File: src/rtl/if_fetch_ctrl_pkg.sv
// Shared definitions for the instruction fetch controller: FSM encodings,
// exception cause codes and the NOP encoding shown on the decode port.
package if_fetch_ctrl_pkg;

    localparam logic [2:0] ST_RESET  = 3'd0;
    localparam logic [2:0] ST_XLATE  = 3'd1;
    localparam logic [2:0] ST_IC_REQ = 3'd2;
    localparam logic [2:0] ST_KILL   = 3'd3;
    localparam logic [2:0] ST_OUT    = 3'd4;
    localparam logic [2:0] ST_SLEEP  = 3'd5;

    typedef enum logic [3:0] {
        EXC_MISALIGNED = 4'd0,
        EXC_PAGE_FAULT = 4'd12
    } exc_cause_e;

    localparam logic [31:0] INSTR_NOP = 32'h0000_0013;

    function automatic logic word_aligned(input logic [1:0] lsb);
        return lsb == 2'b00;
    endfunction

endpackage

File: src/rtl/if_fetch_ctrl_if.sv
// Fetch controller bus bundle: redirect/sleep controls, MMU, icache and decode.
// master = the fetch controller, slave = the surrounding core/memory side.
interface if_fetch_ctrl_if #(parameter int XLEN = 32);

    logic            csr_new_pc_req;
    logic [XLEN-1:0] csr_pc_new;
    logic            exe_new_pc_req;
    logic [XLEN-1:0] exe_pc_new;
    logic            wfi_req;
    logic            irq_req;
    logic            if_stall;

    logic            mmu_req;
    logic [XLEN-1:0] mmu_vaddr;
    logic            mmu_hit;
    logic [XLEN-1:0] mmu_paddr;
    logic            mmu_page_fault;

    logic            ic_req;
    logic [XLEN-1:0] ic_addr;
    logic            ic_ack;
    logic [31:0]     ic_rdata;

    logic            id_valid;
    logic [31:0]     id_instr;
    logic [XLEN-1:0] id_pc;
    logic            id_exc_valid;
    logic [3:0]      id_exc_cause;

    modport master (
        input  csr_new_pc_req, csr_pc_new, exe_new_pc_req, exe_pc_new,
        input  wfi_req, irq_req, if_stall,
        output mmu_req, mmu_vaddr,
        input  mmu_hit, mmu_paddr, mmu_page_fault,
        output ic_req, ic_addr,
        input  ic_ack, ic_rdata,
        output id_valid, id_instr, id_pc, id_exc_valid, id_exc_cause
    );

    modport slave (
        output csr_new_pc_req, csr_pc_new, exe_new_pc_req, exe_pc_new,
        output wfi_req, irq_req, if_stall,
        input  mmu_req, mmu_vaddr,
        output mmu_hit, mmu_paddr, mmu_page_fault,
        input  ic_req, ic_addr,
        output ic_ack, ic_rdata,
        input  id_valid, id_instr, id_pc, id_exc_valid, id_exc_cause
    );

endinterface

File: src/rtl/if_fetch_ctrl_redirect_arb.sv
// Combinational redirect priority: CSR > EXE > WFI. A WFI-only request keeps
// the current pc and raises the sleep flag.
module if_redirect_arb #(
    parameter int XLEN = 32
) (
    input  logic            csr_req,
    input  logic [XLEN-1:0] csr_pc,
    input  logic            exe_req,
    input  logic [XLEN-1:0] exe_pc,
    input  logic            wfi_req,
    input  logic [XLEN-1:0] cur_pc,
    output logic            redir_valid,
    output logic [XLEN-1:0] redir_pc,
    output logic            redir_sleep
);

    always_comb begin
        redir_valid = csr_req | exe_req | wfi_req;
        redir_sleep = wfi_req & ~csr_req & ~exe_req;
        if (csr_req)      redir_pc = csr_pc;
        else if (exe_req) redir_pc = exe_pc;
        else              redir_pc = cur_pc;
    end

endmodule

File: src/rtl/if_fetch_ctrl.sv
// Non-pipelined instruction fetch FSM: translate pc, fetch from icache, present
// to decode. Redirects that land on an outstanding icache request drain it first.
module if_fetch_ctrl
    import if_fetch_ctrl_pkg::*;
#(
    parameter int              XLEN     = 32,
    parameter logic [XLEN-1:0] PC_RESET = '0
) (
    input logic            clk,
    input logic            rst_n,
    if_fetch_ctrl_if.master bus
);

    logic [2:0]      state;
    logic [XLEN-1:0] pc;
    logic [XLEN-1:0] paddr;
    logic            pend_sleep;
    logic [31:0]     instr_q;
    logic [XLEN-1:0] id_pc_q;
    logic            exc_v_q;
    logic [3:0]      exc_c_q;

    logic            redir_valid;
    logic            redir_sleep;
    logic [XLEN-1:0] redir_pc;
    logic            pc_redir;

    if_redirect_arb #(.XLEN(XLEN)) u_arb (
        .csr_req     (bus.csr_new_pc_req),
        .csr_pc      (bus.csr_pc_new),
        .exe_req     (bus.exe_new_pc_req),
        .exe_pc      (bus.exe_pc_new),
        .wfi_req     (bus.wfi_req),
        .cur_pc      (pc),
        .redir_valid (redir_valid),
        .redir_pc    (redir_pc),
        .redir_sleep (redir_sleep)
    );

    assign pc_redir = redir_valid & ~redir_sleep;

    always_ff @(posedge clk) begin
        if (!rst_n) begin
            state      <= ST_RESET;
            pc         <= PC_RESET;
            paddr      <= '0;
            pend_sleep <= 1'b0;
            instr_q    <= INSTR_NOP;
            id_pc_q    <= PC_RESET;
            exc_v_q    <= 1'b0;
            exc_c_q    <= '0;
        end else begin
            case (state)
                ST_RESET: state <= ST_XLATE;

                ST_XLATE: begin
                    if (redir_valid) begin
                        pc    <= redir_pc;
                        state <= redir_sleep ? ST_SLEEP : ST_XLATE;
                    end else if (!word_aligned(pc[1:0])) begin
                        instr_q <= INSTR_NOP;
                        id_pc_q <= pc;
                        exc_v_q <= 1'b1;
                        exc_c_q <= EXC_MISALIGNED;
                        state   <= ST_OUT;
                    end else if (bus.mmu_page_fault) begin
                        instr_q <= INSTR_NOP;
                        id_pc_q <= pc;
                        exc_v_q <= 1'b1;
                        exc_c_q <= EXC_PAGE_FAULT;
                        state   <= ST_OUT;
                    end else if (bus.mmu_hit) begin
                        paddr <= bus.mmu_paddr;
                        state <= ST_IC_REQ;
                    end
                end

                ST_IC_REQ: begin
                    if (redir_valid) begin
                        // An unacked request must still be drained before moving on.
                        pc         <= redir_pc;
                        pend_sleep <= redir_sleep;
                        if (bus.ic_ack) state <= redir_sleep ? ST_SLEEP : ST_XLATE;
                        else            state <= ST_KILL;
                    end else if (bus.ic_ack) begin
                        instr_q <= bus.ic_rdata;
                        id_pc_q <= pc;
                        exc_v_q <= 1'b0;
                        exc_c_q <= '0;
                        state   <= ST_OUT;
                    end
                end

                ST_KILL: begin
                    if (redir_valid) begin
                        pc         <= redir_pc;
                        pend_sleep <= redir_sleep;
                    end
                    if (bus.ic_ack)
                        state <= (redir_valid ? redir_sleep : pend_sleep) ? ST_SLEEP : ST_XLATE;
                end

                ST_OUT: begin
                    if (redir_valid) begin
                        pc    <= redir_pc;
                        state <= redir_sleep ? ST_SLEEP : ST_XLATE;
                    end else if (!bus.if_stall) begin
                        pc    <= pc + XLEN'(4);
                        state <= ST_XLATE;
                    end
                end

                ST_SLEEP: begin
                    if (pc_redir) begin
                        pc    <= redir_pc;
                        state <= ST_XLATE;
                    end else if (bus.irq_req) begin
                        state <= ST_XLATE;
                    end
                end

                default: state <= ST_RESET;
            endcase
        end
    end

    assign bus.mmu_req      = (state == ST_XLATE) && word_aligned(pc[1:0]);
    assign bus.mmu_vaddr    = (state == ST_XLATE) ? pc : '0;
    assign bus.ic_req       = (state == ST_IC_REQ) || (state == ST_KILL);
    assign bus.ic_addr      = paddr;
    assign bus.id_valid     = (state == ST_OUT);
    assign bus.id_instr     = instr_q;
    assign bus.id_pc        = id_pc_q;
    assign bus.id_exc_valid = exc_v_q;
    assign bus.id_exc_cause = exc_c_q;

endmodule

File: src/flat_wrapper.sv
// flat-port wrapper written by rule: the top's interface ports become plain ports
module if_fetch_ctrl_flat import if_fetch_ctrl_pkg::*;
#(
    parameter int              XLEN     = 32,
    parameter logic [XLEN-1:0] PC_RESET = '0
)
  (clk, rst_n, bus_csr_new_pc_req, bus_csr_pc_new, bus_exe_new_pc_req, bus_exe_pc_new, bus_wfi_req, bus_irq_req, bus_if_stall, bus_mmu_req, bus_mmu_vaddr, bus_mmu_hit, bus_mmu_paddr, bus_mmu_page_fault, bus_ic_req, bus_ic_addr, bus_ic_ack, bus_ic_rdata, bus_id_valid, bus_id_instr, bus_id_pc, bus_id_exc_valid, bus_id_exc_cause);
  if_fetch_ctrl_if #(.XLEN(XLEN)) bus_i ();
  input logic clk;
  input logic rst_n;
  input wire logic [$bits(bus_i.csr_new_pc_req)-1:0] bus_csr_new_pc_req;
  input wire logic [$bits(bus_i.csr_pc_new)-1:0] bus_csr_pc_new;
  input wire logic [$bits(bus_i.exe_new_pc_req)-1:0] bus_exe_new_pc_req;
  input wire logic [$bits(bus_i.exe_pc_new)-1:0] bus_exe_pc_new;
  input wire logic [$bits(bus_i.wfi_req)-1:0] bus_wfi_req;
  input wire logic [$bits(bus_i.irq_req)-1:0] bus_irq_req;
  input wire logic [$bits(bus_i.if_stall)-1:0] bus_if_stall;
  output wire logic [$bits(bus_i.mmu_req)-1:0] bus_mmu_req;
  output wire logic [$bits(bus_i.mmu_vaddr)-1:0] bus_mmu_vaddr;
  input wire logic [$bits(bus_i.mmu_hit)-1:0] bus_mmu_hit;
  input wire logic [$bits(bus_i.mmu_paddr)-1:0] bus_mmu_paddr;
  input wire logic [$bits(bus_i.mmu_page_fault)-1:0] bus_mmu_page_fault;
  output wire logic [$bits(bus_i.ic_req)-1:0] bus_ic_req;
  output wire logic [$bits(bus_i.ic_addr)-1:0] bus_ic_addr;
  input wire logic [$bits(bus_i.ic_ack)-1:0] bus_ic_ack;
  input wire logic [$bits(bus_i.ic_rdata)-1:0] bus_ic_rdata;
  output wire logic [$bits(bus_i.id_valid)-1:0] bus_id_valid;
  output wire logic [$bits(bus_i.id_instr)-1:0] bus_id_instr;
  output wire logic [$bits(bus_i.id_pc)-1:0] bus_id_pc;
  output wire logic [$bits(bus_i.id_exc_valid)-1:0] bus_id_exc_valid;
  output wire logic [$bits(bus_i.id_exc_cause)-1:0] bus_id_exc_cause;
  assign bus_i.csr_new_pc_req = bus_csr_new_pc_req;
  assign bus_i.csr_pc_new = bus_csr_pc_new;
  assign bus_i.exe_new_pc_req = bus_exe_new_pc_req;
  assign bus_i.exe_pc_new = bus_exe_pc_new;
  assign bus_i.wfi_req = bus_wfi_req;
  assign bus_i.irq_req = bus_irq_req;
  assign bus_i.if_stall = bus_if_stall;
  assign bus_mmu_req = bus_i.mmu_req;
  assign bus_mmu_vaddr = bus_i.mmu_vaddr;
  assign bus_i.mmu_hit = bus_mmu_hit;
  assign bus_i.mmu_paddr = bus_mmu_paddr;
  assign bus_i.mmu_page_fault = bus_mmu_page_fault;
  assign bus_ic_req = bus_i.ic_req;
  assign bus_ic_addr = bus_i.ic_addr;
  assign bus_i.ic_ack = bus_ic_ack;
  assign bus_i.ic_rdata = bus_ic_rdata;
  assign bus_id_valid = bus_i.id_valid;
  assign bus_id_instr = bus_i.id_instr;
  assign bus_id_pc = bus_i.id_pc;
  assign bus_id_exc_valid = bus_i.id_exc_valid;
  assign bus_id_exc_cause = bus_i.id_exc_cause;
  if_fetch_ctrl #(.XLEN(XLEN), .PC_RESET(PC_RESET)) u_core (.clk(clk), .rst_n(rst_n), .bus(bus_i));
endmodule
File: config.mk
export PLATFORM = sky130hd
export DESIGN_NAME = if_fetch_ctrl_flat
export DESIGN_NICKNAME = d
export VERILOG_FILES = /design/src/rtl/if_fetch_ctrl_pkg.sv /design/src/rtl/if_fetch_ctrl_if.sv /design/src/rtl/if_fetch_ctrl_redirect_arb.sv /design/src/rtl/if_fetch_ctrl.sv /design/src/flat_wrapper.sv
export SDC_FILE = /design/constraint.sdc
export NUM_CORES = 1
export LEC_CHECK = 0
export CAP_MARGIN = 10
export CORE_UTILIZATION = 35
export DETAILED_ROUTE_END_ITERATION = 16
export GPL_TIMING_DRIVEN = 0
export MAX_ROUTING_LAYER = met4
export PLACE_DENSITY = 0.65
export SYNTH_ARGS = -nofsm -noshare
export SYNTH_HDL_FRONTEND = slang
export SYNTH_SLANG_ARGS = --single-unit
File: constraint.sdc
create_clock -name clk -period 2.6 [get_ports clk]
set_clock_uncertainty 0.1 [all_clocks]
set_input_delay 0.39 -clock clk [delete_from_list [all_inputs] [get_ports clk]]
set_output_delay 0.39 -clock clk [all_outputs]
set_load 0.005 [all_outputs]
==> run_results.csv <==
group,metric,value,unit
routing,postRouteAntennaNets,0,
worst_setup_path,path_cells,"buf_6 -> buf_4 -> or3b_4 -> clkinv_2 -> clkdlybuf4s50_1",
clock_tree,clk_path_buf_depth,2,
clock_tree,cts_tree,"yes",
synthesis,syn_area_per_cell,7.85,um2
routing,wirelength_met1,11700,um
placed_design,hpwlAfterDp,20100,um
final_layout,syn2layout_area_growth,52.5,%
clock_tree,numCtsBuffers,17,
clock_tree,cts_root_buf,"clkbuf_16",
synthesis,ys_types,66,
synthesis,synth_cells,906,
synthesis,synthFlopType,"dfxtp_1",
synthesis,syn-cell-area,7110,um2
clock_tree,clock_latency,0.43,ns
synthesis,netlist_top_cells_area,"dfxtp_1 (38%), nand2_1 (12%), a21boi_1 (9.4%), mux2i_1 (4.1%), and2_1 (3.1%)",
routing,routed-wl-met2,12100,um
final_layout,fin_util,0.550,
power,p_leak,4.33,nW
grt,grt_pass1_vias,6992,
worst_setup_path,cp_slowest_cell,"clkdlybuf4s50_1",
power,max-vdd-ir-drop,0.429,mV
min_path,min_from,"u_core.bus.id_instr[13]",
worst_setup_path,r2r_start,"u_core.pc[2]",
clock_tree,cts_sinks,134,
flow_run,drv_cap,0,
synthesis,synth_warnings,0,
synthesis,synth_area_leader_cell,"dfxtp_1",
sta,max_freq,0.395,GHz
worst_setup_path,critPathRequiredTime,2.11,ns
worst_setup_path,r2r_setup_slack,0.12,ns
sta,slew_headroom,0.534,
sta,worst_slew_pin_slew,0.700,ns
min_path,hold_path_class,"register to register",
grt,gr-total-overflow,0,
floorplanning,die_w,145,um
placed_design,io_buffers,269,
min_path,holdPathEnd,"u_core.bus.id_instr[13]",
worst_setup_path,cpLargestDelayFamily,"buffers and inverters",
synthesis,yosys.area.top_type_share,0.377,
routing,top_layer,"met4",
worst_setup_path,critPathArrivalTime,2.04,ns
routing,vias,7687,
worst_setup_path,crit_buf_inv,4,
clock_tree,path_clk_slew,0.06,ns
worst_setup_path,max_stage_delay,0.54,ns
placed_design,placed_area,10100,um2
synthesis,synth-edff-count,0,
worst_setup_path,timing.rr.end,"u_core.pc[30]",
routing,wl_per_cell,18.2,um
synthesis,synth_common_cells,"nand2_1 (220), dfxtp_1 (134), a21boi_1 (89), nand3_1 (41), o21ai_0 (40)",
worst_setup_path,startpoint_type,"register",
grt,antenna_found_initial,1,
synthesis,ys_seq_area_frac,0.377,
routing,viasPerCell,5.19,
floorplanning,die_area,20900,um2
sta,drv_slew,0,
routing,route.detailed.drc,0,
placed_design,gp_congestion,0.919,
final_layout,drive_gt1_frac,0.0964,
sta,setup_viol,0,
power,power,5.30,mW
sta,period_share,0.973,
floorplanning,die_h,145,um
worst_setup_path,worstRegToRegCells,6,
worst_setup_path,critPathKind,"register to output pin",
grt,grt_usage,0.265,
clock_tree,htree_levels,4,
synthesis,yosys.cell_count.top_type,"nand2_1",
sta,fin_crit,2.53,ns
floorplanning,coreArea,19700,um2
sta,hold_viol,0,
worst_setup_path,path_max_fanout,4,
routing,wirelength,27000,um
placed_design,dp_cells,1441,
grt,grt_first_pass_wirelength,40000,um
synthesis,async_flop_share,0,
final_layout,final_nets,1341,
worst_setup_path,worst_setup_path_end_kind,"output pin",
floorplanning,rows,51,
synthesis,synth_seq_cells,134,
floorplanning,ios,274,
floorplanning,start_util,0.361,
final_layout,fin_cells,1480,
grt,grt_max_degree,17,
routing,drt-initial-drc-count,505,
run_status,outcome,"complete, no violations",
final_layout,final_area,10800,um2
routing,dr_wl_met3,2380,um
min_path,hold_depth,2,
sta,grt_setup_unrepaired,"no",
routing,dr.pass1.iters,5,
power,power_density,489,nW/um2
## report_power, final
group	switching [mW]	internal [mW]
sequential	0.0733	2.10
combinational	0.379	0.444
clock	0.937	1.36
## cells by family (layout without fill, tap and decap cells)
logic type,Yosys count,after routing,share of synthesized area
compound gates,237,237,0.233
simple gates,402,402,0.267
buf+inv,96,403,0.0699
flops,134,134,0.377
fa+ha+maj,1,1,0.00176
mux,35,35,0.0503
other cells,1,3,0.000527
## layout by cell type, fill, tap and decap left out, types with 10 or more instances in the layout
master             n
a21oi_1           27
buf_2             25
a21boi_1          89
nor3_1            15
a21boi_0          14
and2_1            35
nand4_1           15
o31a_1            10
nand3_1           41
nor2_1            35
dfxtp_1          133
clkbuf_1          34
dlymetal6s2s_1    18
buf_4             22
clkdlybuf4s50_1  246
nand2_1          220
o21ai_0           40
clkbuf_16         17
mux2i_1           29
## cell type report
cell class                 instances  area (um2)
tap                              265         332
buffer                            88         503
antenna                            1        2.50
fill                            1878        8880
timing repair buffer             276        2780
sequential                       134        2680
inverter                           8        31.3
clock buffer                      20         457
multi-input combinational        677        3950
clock inverter                    11         101
## registers in the layout, indices dropped and copies added, names as in the netlist
| register | cells |
|---|---|
| u_core.bus.id_pc | 32 |
| u_core.bus.id_exc_valid | 1 |
| u_core.pc | 32 |
| u_core.bus.id_instr | 32 |
| u_core.pend_sleep | 1 |
| u_core.bus.id_exc_cause | 1 |
| u_core.bus.ic_addr | 32 |
| u_core.state | 3 |
## routing by layer
layer	track usage	up-vias
li1	-	3744
met1	0.331	3518
met2	0.411	371
met3	0.0566	54
met4	0.114	0
met5	-	-
## tightest hold or removal path, cell delays in order (launching register included)
cell and delay (ns):
dfxtp_1 0.31, nand2_1 0.05, a21boi_1 0.05
## how the worst max path moves through the flow
stage	from	endpoint	slack (ns)	depth (start not counted)
after floorplan	u_core.pc[2]	u_core.pc[30]	0.59	6
after global placement	u_core.state[2]	bus_mmu_vaddr[1]	-0.21	6
after detailed placement	u_core.state[2]	bus_mmu_vaddr[1]	-0.22	6
after CTS	u_core.state[2]	bus_mmu_vaddr[20]	0.003	6
after global routing	u_core.state[2]	bus_mmu_vaddr[23]	0.001	6
final	u_core.state[0]	bus_id_valid	0.07	5
## repair_timing
action / in CTS / in global routing
setup buffers: 3 / 4
endpoints found under the setup margin: 33 / 27
hold buffers: 0 / 0
pin swaps: 1 / 0
resized for setup: 17 / 26
## stage by stage
| stage | setup WS, ns | TNS, ns | hold WS (ns) |
|---|---|---|---|
| after floorplan | 0.587 | 0 | 0.339 |
| after global placement | -0.209 | -5.68 | 0.336 |
| after detailed placement | -0.222 | -7.45 | 0.343 |
| after CTS | 0.00300 | 0 | 0.351 |
| after global routing | 0.00102 | 0 | 0.366 |
| final | 0.0698 | 0 | 0.349 |
(Power assumes the default switching activity.)
